[src/rtl/mem_arbiter.sv]
// mem_arbiter
//
// Shares one unified, pipelined main memory between I-cache miss fills,
// D-cache miss fills and D-side write-through stores. A cache-block fill is
// issued as BLK_WORDS back-to-back word reads. The returned words are counted
// and steered into the owning cache's data array. The tag/valid write pulses
// when the last word arrives.
//
// Request semantics: icache_miss, dcache_miss and dmem_wr are level requests.
// A requester keeps its request high until it is serviced. For a store, that
// is the cycle in which wr_ack is high, and the write is on the memory bus in
// that same cycle. For a miss, that is the cycle in which its tag_we pulses.
// Memory read data is accepted in any cycle that has mem_data_valid high
// during FILL. mem_data_valid is ignored in IDLE.
//
// Ports
//   clk, rst                        clock (rising edge), async active-high reset
//   icache_miss/icache_addr         I-side miss request and byte address
//   dcache_miss/dcache_addr         D-side miss request and byte address
//   dmem_wr/dmem_wr_addr/_data      write-through store request
//   wr_ack                          store issued this cycle
//   mem_enable/mem_wr/mem_addr/
//   mem_data_out                    memory command bus
//   mem_data_valid/mem_data_in      memory read return
//   fill_data/fill_word             word and word index for the data array
//   icache_fill_we/dcache_fill_we   data-array write enables
//   icache_tag_we/dcache_tag_we     tag/valid write pulses
//   ifill_busy/dfill_busy           fill in progress, per owner
//   dbg_state                       FSM state (0 = IDLE, 1 = FILL)
module mem_arbiter #(
  parameter int BLK_WORDS = 8,
  parameter int IDX_W     = 3
) (
  input  logic             clk,
  input  logic             rst,
  input  logic             icache_miss,
  input  logic [15:0]      icache_addr,
  input  logic             dcache_miss,
  input  logic [15:0]      dcache_addr,
  input  logic             dmem_wr,
  input  logic [15:0]      dmem_wr_addr,
  input  logic [15:0]      dmem_wr_data,
  output logic             wr_ack,
  output logic             mem_enable,
  output logic             mem_wr,
  output logic [15:0]      mem_addr,
  output logic [15:0]      mem_data_out,
  input  logic             mem_data_valid,
  input  logic [15:0]      mem_data_in,
  output logic [15:0]      fill_data,
  output logic [IDX_W-1:0] fill_word,
  output logic             icache_fill_we,
  output logic             dcache_fill_we,
  output logic             icache_tag_we,
  output logic             dcache_tag_we,
  output logic             ifill_busy,
  output logic             dfill_busy,
  output logic             dbg_state
);

  // Block base: the byte-address bits above the word index and byte offset.
  localparam int BASE_W = 15 - IDX_W;
  localparam logic [IDX_W:0]   BLK_N  = (IDX_W+1)'(BLK_WORDS);
  localparam logic [IDX_W-1:0] LAST_W = IDX_W'(BLK_WORDS - 1);

  typedef enum logic {IDLE = 1'b0, FILL = 1'b1} state_t;

  state_t            state_q, state_d;
  logic              owner_q, owner_d;            // 0 = I, 1 = D
  logic              last_owner_q, last_owner_d;
  logic [BASE_W-1:0] blk_base_q, blk_base_d;
  logic [IDX_W:0]    iss_cnt_q, iss_cnt_d;        // 0..BLK_WORDS
  logic [IDX_W-1:0]  rcv_cnt_q, rcv_cnt_d;
  logic              grant;

  always_ff @(posedge clk or posedge rst) begin
    if (rst) begin
      state_q      <= IDLE;
      owner_q      <= 1'b0;
      last_owner_q <= 1'b1;  // I wins the first tie
      blk_base_q   <= '0;
      iss_cnt_q    <= '0;
      rcv_cnt_q    <= '0;
    end else begin
      state_q      <= state_d;
      owner_q      <= owner_d;
      last_owner_q <= last_owner_d;
      blk_base_q   <= blk_base_d;
      iss_cnt_q    <= iss_cnt_d;
      rcv_cnt_q    <= rcv_cnt_d;
    end
  end

  always_comb begin
    state_d        = state_q;
    owner_d        = owner_q;
    last_owner_d   = last_owner_q;
    blk_base_d     = blk_base_q;
    iss_cnt_d      = iss_cnt_q;
    rcv_cnt_d      = rcv_cnt_q;
    grant          = 1'b0;
    wr_ack         = 1'b0;
    mem_enable     = 1'b0;
    mem_wr         = 1'b0;
    mem_addr       = '0;
    mem_data_out   = '0;
    fill_data      = '0;
    icache_fill_we = 1'b0;
    dcache_fill_we = 1'b0;
    icache_tag_we  = 1'b0;
    dcache_tag_we  = 1'b0;
    ifill_busy     = 1'b0;
    dfill_busy     = 1'b0;

    case (state_q)
      IDLE: begin
        if (dmem_wr) begin
          // Stores go straight through and pre-empt miss acceptance.
          wr_ack       = 1'b1;
          mem_enable   = 1'b1;
          mem_wr       = 1'b1;
          mem_addr     = dmem_wr_addr;
          mem_data_out = dmem_wr_data;
        end else if (icache_miss || dcache_miss) begin
          // A lone miss wins outright. On a tie, the side that did not own
          // the previous fill wins.
          grant      = (icache_miss && dcache_miss) ? ~last_owner_q : dcache_miss;
          owner_d    = grant;
          blk_base_d = grant ? dcache_addr[15:IDX_W+1] : icache_addr[15:IDX_W+1];
          iss_cnt_d  = '0;
          rcv_cnt_d  = '0;
          state_d    = FILL;
        end
      end

      FILL: begin
        ifill_busy = ~owner_q;
        dfill_busy = owner_q;
        if (iss_cnt_q < BLK_N) begin
          mem_enable = 1'b1;
          mem_addr   = {blk_base_q, iss_cnt_q[IDX_W-1:0], 1'b0};
          iss_cnt_d  = iss_cnt_q + 1'b1;
        end
        // The memory returns reads in order, so the receive count is the word index.
        if (mem_data_valid) begin
          fill_data      = mem_data_in;
          icache_fill_we = ~owner_q;
          dcache_fill_we = owner_q;
          rcv_cnt_d      = rcv_cnt_q + 1'b1;
          if (rcv_cnt_q == LAST_W) begin
            icache_tag_we = ~owner_q;
            dcache_tag_we = owner_q;
            last_owner_d  = owner_q;
            state_d       = IDLE;
          end
        end
      end

      default: state_d = IDLE;
    endcase
  end

  assign fill_word = rcv_cnt_q;
  assign dbg_state = state_q;

endmodule

[config.mk]
export PLATFORM = sky130hd
export DESIGN_NAME = mem_arbiter
export DESIGN_NICKNAME = d
export VERILOG_FILES = /design/src/rtl/mem_arbiter.sv
export SDC_FILE = /design/constraint.sdc
export NUM_CORES = 1
export LEC_CHECK = 0
export CORE_MARGIN = 10
export CORE_UTILIZATION = 31
export DETAILED_ROUTE_END_ITERATION = 7
export GPL_ROUTABILITY_DRIVEN = 0
export PLACE_DENSITY = 0.82
export SLEW_MARGIN = 20
export SYNTH_ARGS = -nofsm -noshare
export SYNTH_HDL_FRONTEND = slang
export SYNTH_SLANG_ARGS = --single-unit
[constraint.sdc]
create_clock -name clk -period 1.7 [get_ports clk]
set_input_delay 0.255 -clock clk [delete_from_list [all_inputs] [get_ports clk]]
set_output_delay 0.255 -clock clk [all_outputs]
set_load 0.005 [all_outputs]
# After elaboration in Yosys (flattened, before gate mapping)
# Cells that the tools add are included.
# Widths: inputs -> output; s select.
# word_totals
reg_bits	22
output_inout_bits	61
wordCells	62
# op_classes
add_sub_neg	2
n_lt_le_gt_ge	1
eq_ne	5
muxes	38
n_bitwise	4
reduce_logical	6
# ops
op	count
$mux 16	6
$pmux 16 s2	1
$mux 1	20
$mux 12	1
$mux 4	3
$reduce_and 3->1	4
$mux 3	3
$pmux 4 s2	1
$ne 2x2->1 const B	3
$pmux 3 s2	1
$add 4x1->4 const B	1
$lt 4x4->1 const B	1
$not 1->1	4
$pmux 1 s2	2
$add 3x1->3 const B	1
$eq 3x3->1 const B	1
$ne 2x1->1 const B	1
$logic_and 1x1->1	1
$logic_or 1x1->1	1

# Longest topological paths before layout
# logic_depth
ltp_word	4
depth_mapped	5

# Least setup slack after synthesis
# No wires, ideal clock.
# synth_timing
path_kind	register to output
from	reg state_q, in the netlist dbg_state
to	out mem_addr[10]
arrival_ns	1.209
required_time_ns	1.445
path_slack_ns	0.236
stages_incl_launch_ff	6
cell_sequence	dfrtp_1 buf_2 nor2b_1 buf_2 buf_2 a22o_1
# synth_via
elab_chain_len	2
# synth_lines
item	line	rtl
start: declaration	68	state_t state_q, state_d;
start signal: assignment	85	state_q <= state_d;
$not 1->1 (no source line)	--	
$pmux 16 s2 *	115	case (state_q)
end: declaration	46	output logic [15:0] mem_addr,
# Every way passes the cells marked *; elsewhere a longest branch is shown, timed or not.

# Final worst setup path
# layout_timing
from	reg state_q, in the netlist dbg_state
to	out mem_enable
# layout_via
elab_chain_len	2
# layout_lines
item	line	rtl
$not 1->1 (no source line)	--	
$pmux 1 s2 *	115	
end: declaration	44	output logic mem_enable,
# Marked as above.

==> impl_metrics.json <==
{
  "status": "complete, but fails checks",
  "failed_checks": "setup timing",
  "post-synth-top-count-cell": "dfrtp_1",
  "setup_slack_ns": -0.0617,
  "slowest_delay_ns": 0.45,
  "min_period_ns": 1.76,
  "num_vias": 1817,
  "die_y_um": 91.5,
  "fill_cells": 370,
  "nNetsFinal": 407,
  "first_pass_iters": 4,
  "cp_num_buf_inv": 4,
  "grt_pass1_vias": 1968,
  "grtUsageTotal_pct": 15.8,
  "synth_edf_count": 0,
  "dieArea_sq_um": 8360,
  "antenna_found_initial": 0,
  "root_buffer": "clkbuf_8",
  "area_growth_syn_to_layout_pct": 118,
  "antenna_cells": 0,
  "drc": 0,
  "drive_gt1_share_pct": 40.1,
  "grt_max_degree": 23,
  "synth_ff_type": "dfrtp_1",
  "synthCells": 149,
  "cp-start-kind": "flop",
  "cp_slowest_cell": "dfrtp_2",
  "cp.required_ns": 1.44,
  "portBuffers": 138,
  "worstSkewPairLatency_ns": 0.27,
  "async_flop_share_pct": 100,
  "drt-initial-drc-count": 25,
  "netlist_area_sq_um": 1580,
  "worst_clock_skew_ns": 0.00286,
  "cap_viol_max_count": 0,
  "worst_hold_path_type": "in -> async",
  "pin_count": 147,
  "synthTopCellsByCount": "dfrtp_1, and2_1, mux2_4",
  "path_clk_slew_ns": 0.08,
  "synth_cell_types": 29,
  "cts_tree": "built",
  "powerDensity_nw_per_um2": 1180,
  "ys_seq_area_share_pct": 34.9,
  "initial_core_util_pct": 32.6,
  "reg2reg_slack_ns": 0.08,
  "synth_area_leader_cell": "dfrtp_1",
  "vias_per_cell": 4.73,
  "ys_seq_elements": 22,
  "crit_arrival_ns": 1.51,
  "slew_headroom_pct": 81.0,
  "fin_crit_sh_pct": 104,
  "rsz0062_at_grt": "true",
  "cts_buffer_depth": 2,
  "critical_path_class": "reg -> out",
  "finalHoldViolCount": 0,
  "path_delay_family": "buffers and inverters",
  "tightest_slew_ns": 0.285,
  "power_mw": 4.07,
  "fp-row-count": 25,
  "grt_overflow": 0,
  "synth_warnings": 0,
  "crit_fanout": 6,
  "peakVddDrop_mv": 0.715,
  "yosys-top-cells-area": "dfrtp_1, mux2_4, a22o_1",
  "setup_viol": 26,
  "place_area_sq_um": 3180,
  "power.leakage_nw": 1.83,
  "final_area_sq_um": 3440,
  "numCtsBuffers": 3,
  "crit_chain": "nor2b_4 -> buf_12 -> buf_8 -> buf_16 -> or2_4 -> buf_6",
  "synth_fp_nets": 238,
  "wl_per_cell_um": 18.8,
  "drv_slew": 0,
  "grt_pass1_wl_um": 10800,
  "synth_top_area_share_pct": 33.2,
  "avgSynthCellArea_sq_um": 10.6,
  "cp-end-kind": "output port",
  "drt-total-wl_um": 7220,
  "hpwl_um": 5370,
  "core_sq_um": 4850,
  "die_w_um": 91.5,
  "ant_nets": 0,
  "place_ws_ns": -0.343,
  "htree_levels": 1,
  "max_clock_freq_mhz": 568,
  "clkSinkCount": 22,
  "ctsHoldBuffers": 0
}
tightest hold or removal path, stage by stage:
cell and delay, ns:
clkdlybuf4s50_1 0.40, inv_1 0.05, buf_4 0.28
layer usage:
metal	track usage (%)	up-vias	wire length (um)
li1	-	861	-
met1	16.4	858	2770
met2	29.1	92	3720
met3	6.34	6	670
met4	3.39	0	63
met5	0	-	0
final timing paths:
path                            endpoint          start  depth (start not counted)
max reg2reg                blk_base_q[6]      dbg_state                          5
min                        blk_base_q[6]            rst                          3
min reg2reg                blk_base_q[2]  blk_base_q[2]                          1
max                           mem_enable      dbg_state                          6
max in group asynchronous   last_owner_q            rst                          3
min in group clk           blk_base_q[2]  blk_base_q[2]                          1
state kept, by name, summed over array words and instances (netlist names):
name          cells
last_owner_q      1
dbg_state         1
owner_q           1
iss_cnt_q         4
fill_word         3
blk_base_q       12
per-stage QoR:
| step | hold WS (ns) | cells | setup TNS, ns | util [%] |
|---|---|---|---|---|
| final | 0.318 | 384 | -0.733 | 71.0 |
| after global routing | 0.371 | 384 | -1.93 | 71.0 |
| after CTS | 0.330 | 379 | -4.00 | 69.5 |
| after detailed placement | 0.500 | 362 | -14.37 | 65.6 |
| after global placement | 0.496 | 362 | -13.57 | 65.6 |
| after floorplan | 0.243 | 149 | 0 | - |
what timing repair did:
item                       CTS  global route
gates resized for setup    161            62
setup endpoints to repair   58            49
pin swaps                   11            18
setup buffers                8             8
gates cloned                 5             1
area by class of cell:
type                    count  area, sq um  area share, %
well taps                  67         83.8           2.43
multi-input cells         110          997           29.0
inverters                   2         7.51          0.218
repair buffers            179         1750           50.7
flip-flops and latches     22          553           16.1
clock buffers               4         55.1           1.60
cells in the final DEF, fill, tap and decap left out, types with 3 or more instances in the layout:
cell,synthesis,layout
clkdlybuf4s50_1,0,78
buf_4,2,24
buf_2,6,22
dfrtp_1,21,20
buf_6,0,20
mux2_4,18,18
and3_1,16,16
a22o_1,15,15
dlymetal6s2s_1,0,14
and2_4,0,10
and2_1,19,9
nor2_1,8,6
mux2_2,6,6
nand2_1,5,5
clkdlybuf4s15_1,0,5
buf_12,1,5
clkbuf_8,0,4
dlygate4sd2_1,0,4
mux2i_1,3,3
kinds of logic (layout without fill, tap and decap cells):
family,Yosys count,in the layout,share of synthesized area (%)
XOR/XNOR,2,2,1.11
AND/OR/NAND/NOR,57,57,20.7
flip-flops,22,22,34.9
AO/OA/AOI/OAI,21,21,11.7
buffers and inverters,17,185,6.01
adder cells (fa/ha/maj),3,3,2.37
multiplexers,27,27,23.2
power breakdown:
part           internal (mW)  switching [mW]  leakage (nW)  total [mW]
logic                   1.72           0.947          1.54        2.67
clock network          0.207           0.183        0.0288       0.390
registers              0.797           0.213         0.260        1.01
total                   2.72            1.34          1.83        4.07
(Power assumes the default switching activity.)
